--- src/rtl/ss_display_capture.sv ---
// Seven-segment receive monitor: samples the multiplexed digit enables and segments,
// accepts stable patterns, decodes them to BCD and publishes an HH:MM frame with status flags.
module ss_display_capture #(
    parameter int STABLE_CYCLES = 1000,
    parameter int FRAME_TIMEOUT = 2000000
) (
    input  logic       CLK100MHZ,
    input  logic       Reset,
    input  logic [3:0] SegmentDrivers,
    input  logic [7:0] SevenSegment,
    output logic [3:0] hours2_o,
    output logic [3:0] hours1_o,
    output logic [3:0] mins2_o,
    output logic [3:0] mins1_o,
    output logic [3:0] dp_o,
    output logic       frame_valid,
    output logic       time_err,
    output logic       seg_err,
    output logic       enable_err,
    output logic       stale
);

    localparam int RW = 16;
    localparam int TW = $clog2(FRAME_TIMEOUT + 1);
    localparam logic [RW-1:0] RUN_MAX = RW'(STABLE_CYCLES);
    localparam logic [TW-1:0] TO_MAX  = TW'(FRAME_TIMEOUT);

    typedef enum logic [1:0] {
        S_IDLE   = 2'd0,
        S_SETTLE = 2'd1,
        S_HELD   = 2'd2
    } state_t;

    state_t           state_q, state_d;
    logic [3:0]       en_q, prev_en_q;
    logic [7:0]       seg_q, prev_seg_q;
    logic [RW-1:0]    run_q, run_d;
    logic [3:0]       mask_q, mask_d, mask_acc;
    logic [3:0][3:0]  shadow_q, shadow_d;
    logic [3:0]       shadow_dp_q, shadow_dp_d;
    logic [3:0][3:0]  digits_q, digits_d;
    logic [3:0]       dp_q, dp_d;
    logic             time_err_q, time_err_d;
    logic             frame_valid_q, seg_err_q, enable_err_q;
    logic [TW-1:0]    to_q, to_d;
    logic             stale_q, stale_d;

    logic             pair_change;
    logic             accept, accept_digit, seg_err_d, enable_err_d, publish;
    logic             en_onehot;
    logic [1:0]       en_idx;
    logic             dec_legal;
    logic [3:0]       dec_val;

    // Pattern is active-high gfedcba; returns {legal, bcd}. All-dark is a legal blank.
    function automatic logic [4:0] decode_seg(input logic [6:0] pat);
        case (pat)
            7'h3F:   decode_seg = {1'b1, 4'd0};
            7'h06:   decode_seg = {1'b1, 4'd1};
            7'h5B:   decode_seg = {1'b1, 4'd2};
            7'h4F:   decode_seg = {1'b1, 4'd3};
            7'h66:   decode_seg = {1'b1, 4'd4};
            7'h6D:   decode_seg = {1'b1, 4'd5};
            7'h7D:   decode_seg = {1'b1, 4'd6};
            7'h07:   decode_seg = {1'b1, 4'd7};
            7'h7F:   decode_seg = {1'b1, 4'd8};
            7'h6F:   decode_seg = {1'b1, 4'd9};
            7'h00:   decode_seg = {1'b1, 4'hF};
            default: decode_seg = {1'b0, 4'hF};
        endcase
    endfunction

    // Digit order inside the packed frame: [3]=hours2, [2]=hours1, [1]=mins2, [0]=mins1.
    function automatic logic frame_time_err(input logic [3:0][3:0] d);
        logic blank;
        logic hours_bad;
        blank = (d[3] == 4'hF) || (d[2] == 4'hF) || (d[1] == 4'hF) || (d[0] == 4'hF);
        hours_bad = (d[3] > 4'd2) || ((d[3] == 4'd2) && (d[2] > 4'd3));
        frame_time_err = blank || hours_bad || (d[1] > 4'd5);
    endfunction

    always_ff @(posedge CLK100MHZ) begin
        if (Reset) begin
            state_q <= S_IDLE;
        end else begin
            state_q <= state_d;
        end
    end

    assign pair_change = {en_q, seg_q} != {prev_en_q, prev_seg_q};

    always_comb begin
        state_d = state_q;
        if (pair_change) begin
            state_d = (en_q == 4'hF) ? S_IDLE : S_SETTLE;
        end else begin
            case (state_q)
                S_SETTLE: if (run_q == RUN_MAX) state_d = S_HELD;
                default:  state_d = state_q;
            endcase
        end
    end

    // Exactly one acceptance per stable window: the SETTLE cycle in which the run completes.
    always_comb begin
        accept       = (state_q == S_SETTLE) && !pair_change && (run_q == RUN_MAX);
        accept_digit = accept && en_onehot && dec_legal;
        seg_err_d    = accept && en_onehot && !dec_legal;
        enable_err_d = accept && !en_onehot && (en_q != 4'hF);
    end

    always_comb begin
        en_onehot = 1'b1;
        en_idx    = 2'd0;
        case (en_q)
            4'b1110: en_idx = 2'd0;
            4'b1101: en_idx = 2'd1;
            4'b1011: en_idx = 2'd2;
            4'b0111: en_idx = 2'd3;
            default: en_onehot = 1'b0;
        endcase
    end

    assign {dec_legal, dec_val} = decode_seg(~seg_q[6:0]);

    always_comb begin
        if (pair_change) begin
            run_d = RW'(1);
        end else if (run_q == RUN_MAX) begin
            run_d = run_q;
        end else begin
            run_d = run_q + RW'(1);
        end
    end

    // Publish sees the digit accepted this cycle, so the frame completes without an extra wait.
    always_comb begin
        shadow_d    = shadow_q;
        shadow_dp_d = shadow_dp_q;
        mask_acc    = mask_q;
        if (accept_digit) begin
            shadow_d[en_idx]    = dec_val;
            shadow_dp_d[en_idx] = ~seg_q[7];
            mask_acc[en_idx]    = 1'b1;
        end
        publish = accept_digit && (mask_acc == 4'hF);
        mask_d  = publish ? 4'h0 : mask_acc;
    end

    always_comb begin
        digits_d   = digits_q;
        dp_d       = dp_q;
        time_err_d = time_err_q;
        if (publish) begin
            digits_d   = shadow_d;
            dp_d       = shadow_dp_d;
            time_err_d = frame_time_err(shadow_d);
        end
    end

    always_comb begin
        if (publish) begin
            to_d = '0;
        end else if (to_q == TO_MAX) begin
            to_d = to_q;
        end else begin
            to_d = to_q + TW'(1);
        end
        stale_d = !publish && (to_d == TO_MAX);
    end

    always_ff @(posedge CLK100MHZ) begin
        if (Reset) begin
            en_q          <= 4'hF;
            seg_q         <= 8'hFF;
            prev_en_q     <= 4'hF;
            prev_seg_q    <= 8'hFF;
            run_q         <= '0;
            mask_q        <= 4'h0;
            shadow_q      <= '0;
            shadow_dp_q   <= 4'h0;
            digits_q      <= '0;
            dp_q          <= 4'h0;
            time_err_q    <= 1'b0;
            frame_valid_q <= 1'b0;
            seg_err_q     <= 1'b0;
            enable_err_q  <= 1'b0;
            to_q          <= '0;
            stale_q       <= 1'b0;
        end else begin
            en_q          <= SegmentDrivers;
            seg_q         <= SevenSegment;
            prev_en_q     <= en_q;
            prev_seg_q    <= seg_q;
            run_q         <= run_d;
            mask_q        <= mask_d;
            shadow_q      <= shadow_d;
            shadow_dp_q   <= shadow_dp_d;
            digits_q      <= digits_d;
            dp_q          <= dp_d;
            time_err_q    <= time_err_d;
            frame_valid_q <= publish;
            seg_err_q     <= seg_err_d;
            enable_err_q  <= enable_err_d;
            to_q          <= to_d;
            stale_q       <= stale_d;
        end
    end

    // frame_valid is a single-cycle strobe with no back-pressure; digit outputs are
    // valid and stable from that cycle until the next strobe.
    assign hours2_o    = digits_q[3];
    assign hours1_o    = digits_q[2];
    assign mins2_o     = digits_q[1];
    assign mins1_o     = digits_q[0];
    assign dp_o        = dp_q;
    assign frame_valid = frame_valid_q;
    assign time_err    = time_err_q;
    assign seg_err     = seg_err_q;
    assign enable_err  = enable_err_q;
    assign stale       = stale_q;

endmodule

--- config.mk ---
export PLATFORM = sky130hd
export DESIGN_NAME = ss_display_capture
export DESIGN_NICKNAME = d
export VERILOG_FILES = /design/src/rtl/ss_display_capture.sv
export SDC_FILE = /design/constraint.sdc
export NUM_CORES = 1
export LEC_CHECK = 0
export BUFFER_PORTS_ARGS = -buffer_cell sky130_fd_sc_hd__buf_2
export CAP_MARGIN = 10
export CORE_MARGIN = 3
export CORE_UTILIZATION = 60
export DETAILED_ROUTE_END_ITERATION = 6
export PLACE_DENSITY_LB_ADDON = 0.12
export SETUP_SLACK_MARGIN = 0.1
export SKIP_LAST_GASP = 1
export SLEW_MARGIN = 20
export SYNTH_ARGS = -nofsm -noshare
export SYNTH_HDL_FRONTEND = slang
export SYNTH_SLANG_ARGS = --single-unit
--- constraint.sdc ---
create_clock -name CLK100MHZ -period 3.6 [get_ports CLK100MHZ]
set_input_delay 0.72 -clock CLK100MHZ [delete_from_list [all_inputs] [get_ports CLK100MHZ]]
set_output_delay 0.72 -clock CLK100MHZ [all_outputs]
set_load 0.02 [all_outputs]
==> results.tsv <==
stage	metric	value	unit
routing	antenna_left	0	
setup_path	endpoint_kind	register	
synth	synth.distinct_cells	65	
routing	via_count	3870	
die	pin_count	39	
synth	syn_avg_cell_area	9.326	um^2
sta	setup_viol	0	
finish	stdcell_area	5699	um^2
power_and_ir_drop	totalPowerFinal	2.115	mW
setup_path	arrival	3.45	ns
sta	rsz0062_at_grt	false	
sta	maxSlewHeadroom	0.6256	
synth	synth_cells	573	
setup_path	r2r_end	time_err	
sta	fin_crit_sh	0.8888	
clock_tree	clock_latency	0.38	ns
worst_hold_path	hold_depth	2	
power_and_ir_drop	power_density	371.1	nW/um^2
sta	finalSetupTns	0	ns
worst_hold_path	holdPathEnd	mins1_o[2]	
setup_path	path_max_fanout	8	
grt	overflow	0	
power_and_ir_drop	p_leak	2.167	nW
die	core-area	8423	um^2
power_and_ir_drop	vdd.ir_drop.worst	0.0002873	V
sta	finClkSkew	0.01732	ns
sta	slew_violations	0	
routing	first_iter_violations	171	
grt	antenna_found_initial	0	
placed_design	gp_congestion	0.8255	
finish	register_area	2242	um^2
power_and_ir_drop	pwr-share-comb	0.051	
grt	grt_start_max_net_pins	60	
clock_tree	postCtsSetupRepairBufs	0	
die	die_h	100.4	um
power_and_ir_drop	power_frac_clock	0.343	
placed_design	hpwl	6.505	mm
outcome	status	complete, no violations	
grt	track_usage	0.2009	
clock_tree	cts_hold_buf	0	
synth	synth_top_area_frac	0.4196	
synth	syn_area	5344	um^2
clock_tree	cts.sinks	112	
power_and_ir_drop	p_seq_frac	0.606	
synth	yosysSeqAreaShare	0.4196	
synth	async_reset_ff_frac	0	
synth	ys.flop_type	dfxtp_1	
routing	routed_via_density	5.458	
power_and_ir_drop	p_switching	0.5384	mW
routing	routed_wl	9.524	mm
finish	nets	617	
sta	fmaxAchievable	312.5	MHz
clock_tree	clockRootBuffer	clkbuf_8	
finish	num_antenna_cells	0	
finish	multi_input_area	2770	um^2
grt	grt_pass1_wl	16.74	mm
sta	worst_pin_slew	0.5617	ns
setup_path	ff2ff_path_depth	11	
job	cap_violations	0	
clock_tree	cts_buffers	9	
placed_design	placed_cell_area	5478	um^2
routing	drc	0	
setup_path	r2r-start	run_q[0]	
finish	syn2layout_area_growth	6.650	%
setup_path	crit_required	3.85	ns
setup_path	crit_type	register to register	
worst_hold_path	min_path_type	register to register	
die	start_util	0.6344	
routing	wl_per_cell	13.43	um
sta	hold_viol_final	0	
setup_path	r2r_slack	0.40	ns
die	num_rows	33	
synth	ys_warn_count	0	
setup_path	startpoint_type	register	
synth	synth_edf_count	0	
synth	synth_area_leaders	dfxtp_1 (42%), nor2_1 (6.9%), xor2_1 (5.7%)	
clock_tree	cts_resized	0	
die	die_w	100.4	um
sta	period_needed	3.200	ns
clock_tree	clkTransAtPathRegs	0.12	ns
synth	syn-num-nets	591	
clock_tree	tritoncts	done	
placed_design	io_buffers	38	
clock_tree	htree_levels	3	
synth	synth_top_cell_by_area	dfxtp_1	
power_and_ir_drop	internal-power	1.577	mW
finish	layout-drive-gt1-share	0.2368	
routing	drt_pass1_iterations	5	
finish	fillers	732	
worst_hold_path	min_from	mins1_o[2]	
grt	grt_pass1_vias	3774	
die	dieArea	10080	um^2
synth	synth_seq_cells	112	
power_and_ir_drop	swShare	0.2546	
clock_tree	cts.path.max_buffers	2	
[per-layer routing]
layer,part of all wire,vias to the layer above,track usage
li1,-,1975,-
met1,0.48,1815,0.2565
met2,0.48,73,0.3359
met3,0.038,7,0.04864
met4,0.0073,0,0.06218
met5,0,-,0
[worst max path at each step]
stage / slack, ns / from / to / cells past startpoint
global placement: 0.35 / seg_q[5] / hours1_o[2] / 9
CTS: 0.19 / run_q[0] / hours1_o[1] / 11
global route: 0.18 / run_q[0] / time_err / 11
finish: 0.40 / run_q[0] / time_err / 11
floorplan: 0.49 / run_q[0] / hours1_o[0] / 13
detailed placement: 0.19 / run_q[0] / hours1_o[1] / 11
[cell type report]
cell class | count | share of cell area
clock buffer | 9 | 0.02173
clock inverter | 7 | 0.01186
inverter | 15 | 0.009879
multi-input combinational | 409 | 0.4861
sequential | 112 | 0.3934
tap | 105 | 0.02305
timing repair buffer | 52 | 0.05401
[through the flow]
stage | setup slack [ns] | util | hold WS (ns) | cells
finish | 0.4004 | 0.6766 | 0.5026 | 709
global route | 0.1773 | 0.6766 | 0.4949 | 709
CTS | 0.1876 | 0.6731 | 0.4950 | 705
detailed placement | 0.1912 | 0.6503 | 0.4767 | 689
global placement | 0.3499 | 0.6503 | 0.4704 | 689
floorplan | 0.4910 | - | 0.4535 | 573
[state kept, by name, summed over array words and instances, names as in the netlist, 8 cells and up]
signal and count:
run_q 16, prev_seg_q 8, to_q 21, seg_q 8
shadow_q 16
[cell usage in the layout, fill, tap and decap left out, drive strengths merged, types with 2 or more instances in the layout]
cell / synthesis / routed
nand3b: 4 / 4
nor4b: 3 / 3
nand4: 14 / 14
and3b: 2 / 2
a21oi: 13 / 13
and4b: 2 / 2
xnor2: 18 / 18
nor2b: 10 / 10
dfxtp: 112 / 112
or3b: 4 / 4
clkinv: 0 / 2
o21ai: 8 / 8
a21o: 2 / 2
a211oi: 9 / 9
nor3b: 2 / 2
nand3: 14 / 14
inv: 15 / 20
mux2i: 27 / 27
xor2: 35 / 35
and3: 6 / 6
nand2b: 6 / 6
or3: 3 / 3
nor4: 13 / 13
nand2: 30 / 30
a31oi: 2 / 2
nand4b: 3 / 3
and2: 2 / 2
and4: 2 / 2
buf: 17 / 52
nor2: 108 / 108
clkbuf: 20 / 9
nor3: 12 / 12
and4bb: 2 / 2
ha: 4 / 4
mux2: 10 / 10
or2: 27 / 27
[logic make-up after synthesis]
kind of cell | share of synthesized area
flip-flops | 0.4196
AND/OR/NAND/NOR | 0.2861
buffers and inverters | 0.06228
adder cells (fa/ha/maj) | 0.009366
AO/OA/AOI/OAI | 0.06205
multiplexers | 0.07375
XOR/XNOR | 0.08686
[power groups by stage]
stage	Combinational [mW]	Sequential [mW]	Clock, mW
floorplan	0.104	1.29	0
global placement	0.105	1.31	0
detailed placement	0.108	1.31	0
CTS	0.108	1.28	0.754
global route	0.122	1.28	0.804
finish	0.108	1.28	0.726
[cells in the mapped netlist, types with 3 or more instances]
master and number:
nor4_4 4, xnor2_1 18, xor2_1 35, a211oi_2 9, o21ai_0 7, a21oi_1 12
dfxtp_1 112, and3_1 6, nand3_1 13, buf_2 5, clkbuf_1 19, ha_1 4
nand2_1 30, inv_1 15, mux2i_1 27, nor2b_1 10, nand2b_1 6, nor2_1 98
mux2_4 3, buf_12 4, nor3_1 12, nand4b_1 3, mux2_2 7, nand4_1 13
nand3b_1 4, buf_6 7, or2_2 27, nor2_2 10, nor4_1 8
[critical path: stages, from the launching register on]
cell	delay, ns
dfxtp_1	0.35
inv_1	0.09
ha_1	0.15
nor3b_1	0.34
nand4_4	0.21
or3b_4	0.51
nor4_4	0.31
buf_4	0.21
mux2i_1	0.35
nand3_1	0.14
nor4_2	0.32
a211oi_2	0.10
Power figures use the tool's default switching activity.
